<file path="config.mk">
export PLATFORM = sky130hd
export DESIGN_NAME = fetch_unit
export DESIGN_NICKNAME = d
export VERILOG_FILES = /design/src/rtl/fetch_unit.sv
export SDC_FILE = /design/constraint.sdc
export NUM_CORES = 1
export LEC_CHECK = 0
export BUFFER_PORTS_ARGS = -buffer_cell sky130_fd_sc_hd__buf_2
export CAP_MARGIN = 15
export CELL_PAD_IN_SITES_DETAIL_PLACEMENT = 0
export CELL_PAD_IN_SITES_GLOBAL_PLACEMENT = 1
export CORE_MARGIN = 10
export CORE_UTILIZATION = 31
export DETAILED_ROUTE_END_ITERATION = 16
export PLACE_DENSITY = 0.83
export SYNTH_ARGS = -nofsm -noshare
export SYNTH_HDL_FRONTEND = slang
export SYNTH_SLANG_ARGS = --single-unit
</file>
<file path="constraint.sdc">
create_clock -name CLK -period 2.55 [get_ports CLK]
set_input_delay 0.51 -clock CLK [delete_from_list [all_inputs] [get_ports CLK]]
set_output_delay 0.51 -clock CLK [all_outputs]
set_load 0.1 [all_outputs]
</file>
<file path="src/rtl/fetch_unit.sv">
// Instruction-fetch stage: owns the PC, addresses a synchronous ROM and applies branch/halt feedback.
// Optional retired-instruction counter enabled by defining FETCH_PERF_EN.
module fetch_unit #(
  parameter int              PC_W       = 8,
  parameter int              INSTR_W    = 9,
  parameter logic [PC_W-1:0] START_ADDR = '0
) (
  input  logic               CLK,
  input  logic               Reset_n,
  input  logic               Start,
  input  logic               Stall,
  input  logic               Branch,
  input  logic               BranchTaken,
  input  logic [PC_W-1:0]    BranchTarget,
  input  logic               Halt,
  output logic [PC_W-1:0]    ImemAddr,
  input  logic [INSTR_W-1:0] ImemData,
  output logic [INSTR_W-1:0] Instruction,
  output logic               InstrValid,
  output logic [PC_W-1:0]    PC,
  output logic               Done,
  output logic [15:0]        InstrCount
);

  typedef enum logic [1:0] {
    S_IDLE,
    S_RUN,
    S_HALTED
  } state_e;

  state_e          state_q, state_d;
  logic [PC_W-1:0] pc_q, pc_d;
  logic            valid_q, valid_d;
  logic            done_q, done_d;
  logic            exec;
  logic            start_go;

  assign exec     = (state_q == S_RUN) & valid_q & ~Stall;
  assign start_go = (state_q != S_RUN) & Start;

  // The ROM is synchronous, so the address for the next instruction must be
  // presented in the same cycle the current one is executed.
  always_comb begin
    if (state_q != S_RUN) begin
      ImemAddr = START_ADDR;
    end else if (Stall) begin
      ImemAddr = pc_q;
    end else if (exec && Branch && BranchTaken && !Halt) begin
      ImemAddr = BranchTarget;
    end else begin
      ImemAddr = pc_q + PC_W'(1);
    end
  end

  always_comb begin
    // NOTE: every signal gets its hold value first so no path leaves it unassigned (no latch).
    state_d = state_q;
    pc_d    = pc_q;
    valid_d = valid_q;
    done_d  = done_q;
    unique case (state_q)
      S_IDLE, S_HALTED: begin
        if (start_go) begin
          state_d = S_RUN;
          pc_d    = START_ADDR;
          valid_d = 1'b1;
          done_d  = 1'b0;
        end
      end
      S_RUN: begin
        if (exec) begin
          if (Halt) begin
            state_d = S_HALTED;
            valid_d = 1'b0;
            done_d  = 1'b1;
          end else begin
            pc_d = ImemAddr;
          end
        end
      end
      default: state_d = S_IDLE;
    endcase
  end

  // NOTE: sequential state uses non-blocking assignments so all registers update together.
  always_ff @(posedge CLK) begin
    if (!Reset_n) begin
      state_q <= S_IDLE;
      pc_q    <= '0;
      valid_q <= 1'b0;
      done_q  <= 1'b0;
    end else begin
      state_q <= state_d;
      pc_q    <= pc_d;
      valid_q <= valid_d;
      done_q  <= done_d;
    end
  end

  assign Instruction = valid_q ? ImemData : '0;
  assign InstrValid  = valid_q;
  assign PC          = pc_q;
  assign Done        = done_q;

`ifdef FETCH_PERF_EN
  logic [15:0] count_q, count_d;

  always_comb begin
    count_d = count_q;
    if (start_go) begin
      count_d = '0;
    end else if (exec && (count_q != 16'hFFFF)) begin
      count_d = count_q + 16'd1;
    end
  end

  always_ff @(posedge CLK) begin
    if (!Reset_n) begin
      count_q <= '0;
    end else begin
      count_q <= count_d;
    end
  end

  assign InstrCount = count_q;
`else
  assign InstrCount = '0;
`endif

endmodule
</file>
==> impl_metrics.yaml <==
worst_setup_path:
  r2r_end: "PC[7]"
  r2r-start: "InstrValid"
  worstSetupStartpointType: "flip-flop"
  arrival_ps: 1890
  max_stage_delay_ps: 390
  path_delay_family: "simple AND/OR/NAND/NOR gates"
  worstPathCellList: "ha_2 -> nand3_1 -> or2_1 -> a21oi_1 -> o32ai_4 -> buf_12"
  cp_max_fo: 8
  r2r_cells: 5
  cp_num_buf_inv: 1
  worstSetupPathType: "reg2out"
  crit_required_ps: 2040
  end_kind: "output port"
  reg2reg_slack_ps: 1050
  slowest_stage: "dfxtp_4"
global_routing:
  grtUsageMet2_pct: 17.4
  globalRouteTotalUtil_pct: 10.7
  grt_busiest_layer: "met2"
  grt_max_degree: 20
  antenna_found_initial: 0
  grt_pass1_vias: 1185
  gr-total-overflow: 0
  met1_usage_pct: 11.4
  grt_pass1_wl_microns: 5580
  met3_usage_pct: 7.21
hold_path:
  hp-class: "reg2reg"
  whs_endpoint: "PC[5]"
  hold_path_startpoint: "PC[5]"
  hold_depth: 2
clocking:
  clock_sinks: 12
  cts_max_level: 1
  cts-buffers-inserted: 3
  cts_setup_buffers: 0
  ctsHoldBuffers: 0
  cts_tree: "done"
  cts-resized-gates: 0
  clk_pin_slew_ps: 90
  cts_root_buf: "clkbuf_4"
  clockBufferDepth: 2
  clk_latency_ps: 280
sta:
  slew_headroom_pct: 51.2
  rsz0062_at_grt: "false"
  layout_min_cycle_time_ps: 2400
  setup_tns_ps: 0
  setup_viol: 0
  slew_viol_final: 0
  fin_ws_ps: 154
  clock-skew-final_ps: 13.9
  worst_slew_pin_slew_ps: 732
  fmaxAchievable_mhz: 417
  fin_crit_sh_pct: 94.0
  hold_violations: 0
run_status:
  outcome: "finished clean"
synth:
  synth_top_area_cell: "dfxtp_1"
  synthTopCellsByArea: "dfxtp_1, buf_4, and2_1, mux2i_1, nand2_1"
  ys_async_sr_fraction_pct: 0
  synth-seq-cells: 12
  synth.distinct_cells: 42
  synth_edf_count: 0
  syn_area_sq_mm: 0.00109
  syn_avg_cell_area_sq_um: 7.81
  synth_top_area_share_pct: 22.0
  synthFlopType: "dfxtp_1"
  yosys_warnings: 0
  synth_cells: 140
  ys_seq_area_share_pct: 22.0
placed_design:
  io_buffers: 50
  gp_congestion: 0.827
  dpl.cell_count: 232
  place_hpwl_microns: 2820
  post-place-ws_ps: 164
routing:
  routed_wl_microns: 3420
  first_pass_iters: 4
  vias: 1115
  ant_nets: 0
  routedWlPerCell_microns: 14.5
  avgViaCountPerCell: 4.72
  first_iter_violations: 61
  drc: 0
pwr:
  leakagePower_nw: 0.695
  peakVddDrop_v: 0.000210
  p_seq_share_pct: 32.0
  switching_share_pct: 51.5
  pwr-share-clk_pct: 21.1
  combPwrFrac_pct: 47.0
  p_per_area_mw_per_mm2: 408
  power.internal_mw: 0.299
  power.net_switching_mw: 0.317
finish:
  fin_nets: 216
  layout_common_cells: "buf_2, conb_1, nand2_1"
  antennaDiodeCount: 0
  fillers: 371
  area_growth_pct: 37.9
  layout-drive-gt1-share_pct: 41.1
  final_common_cell: "buf_2"
  final_cells: 236
floorplanning:
  fp.dieW_microns: 79.4
  num_rows: 21
  ios: 67
  start_util_pct: 32.5
  core_area_sq_mm: 0.00336
  die_h_microns: 79.4
  die_area_sq_mm: 0.00630
flow_run:
  max_cap_viol_count: 0
==> power groups by stage <==
stage | Combinational (mW) | Clock, mW | Sequential [mW]
2_1_floorplan | 0.249 | 0 | 0.212
3_3_place_gp | 0.289 | 0 | 0.201
3_5_place_dp | 0.289 | 0 | 0.201
4_1_cts | 0.289 | 0.138 | 0.197
5_1_grt | 0.300 | 0.149 | 0.198
6_report | 0.289 | 0.130 | 0.197
==> through the flow <==
stage	hold slack [ps]	instance area (sq um)	util [%]	total power [mW]
after CTS	493	1500	44.5	0.624
after global routing	524	1510	44.8	0.647
after detailed placement	479	1470	43.7	0.490
after floorplan	510	1230	-	0.461
after global placement	477	1470	43.7	0.490
final	492	1510	44.8	0.615
==> worst register-to-register path, stage by stage, from the launching register on <==
cell and delay (ps):
dfxtp_2 460, nand4b_4 230, buf_4 230, o211a_1 120, a211oi_2 260, o21ai_1 110
==> state kept, by name, summed over array words and instances (netlist names) <==
register    cells
state_q         2
InstrValid      1
PC              8
Done            1
==> kinds of logic (layout without fill, tap and decap cells) <==
| logic type | after synthesis | in the layout | synth area share, % |
|---|---|---|---|
| compound gates | 32 | 32 | 20.0 |
| fa+ha+maj | 1 | 1 | 1.14 |
| buf+inv | 26 | 61 | 15.4 |
| flops | 12 | 12 | 22.0 |
| mux | 7 | 7 | 6.98 |
| other cells | 1 | 16 | 0.343 |
| simple gates | 61 | 61 | 34.1 |
==> routing by layer <==
metal  vias up  part of all wire (%)  wire (microns)
li1        568                     -               -
met4         0                  0.44              15
met5         -                     0               0
met2        47                    45            1540
met3         4                    14             483
met1       496                    40            1370
==> cell type report <==
| cell class | instances | area, sq um | area share [%] |
|---|---|---|---|
| Timing Repair Buffer | 51 | 335 | 22.2 |
| Clock buffer | 4 | 26.3 | 1.74 |
| Multi-Input combinational cell | 117 | 812 | 53.9 |
| Sequential cell | 12 | 254 | 16.8 |
| Tap cell | 46 | 57.6 | 3.82 |
| Inverter | 6 | 22.5 | 1.49 |
==> worst max path at each step <==
stage	startpoint	end	slack, ps	depth (start not counted)
4_1_cts	InstrValid	ImemAddr[2]	70	5
2_1_floorplan	PC[1]	ImemAddr[6]	-100	5
3_3_place_gp	Halt	ImemAddr[2]	190	6
6_report	PC[0]	ImemAddr[6]	150	6
3_5_place_dp	Halt	ImemAddr[2]	160	6
5_1_grt	InstrValid	ImemAddr[6]	7	5
==> synthesized netlist by cell type, types with 2 or more instances <==
master      n
inv_1       6
a31oi_1     2
nor2_1     11
nand2b_1    5
nor3_1      2
a2bb2oi_1   2
and4b_1     3
mux2i_1     5
nand2_1    12
o22ai_1     5
a211oi_2    2
and2_1      9
o21ai_0     2
nand3_1     4
nor2b_1     2
dfxtp_1    12
nand3b_1    3
a21o_1      2
buf_4      17
or2_1       2
a21oi_1     8
clkbuf_1    2
o21ai_1     3
No activity file was read; power rests on OpenSTA's default activity.
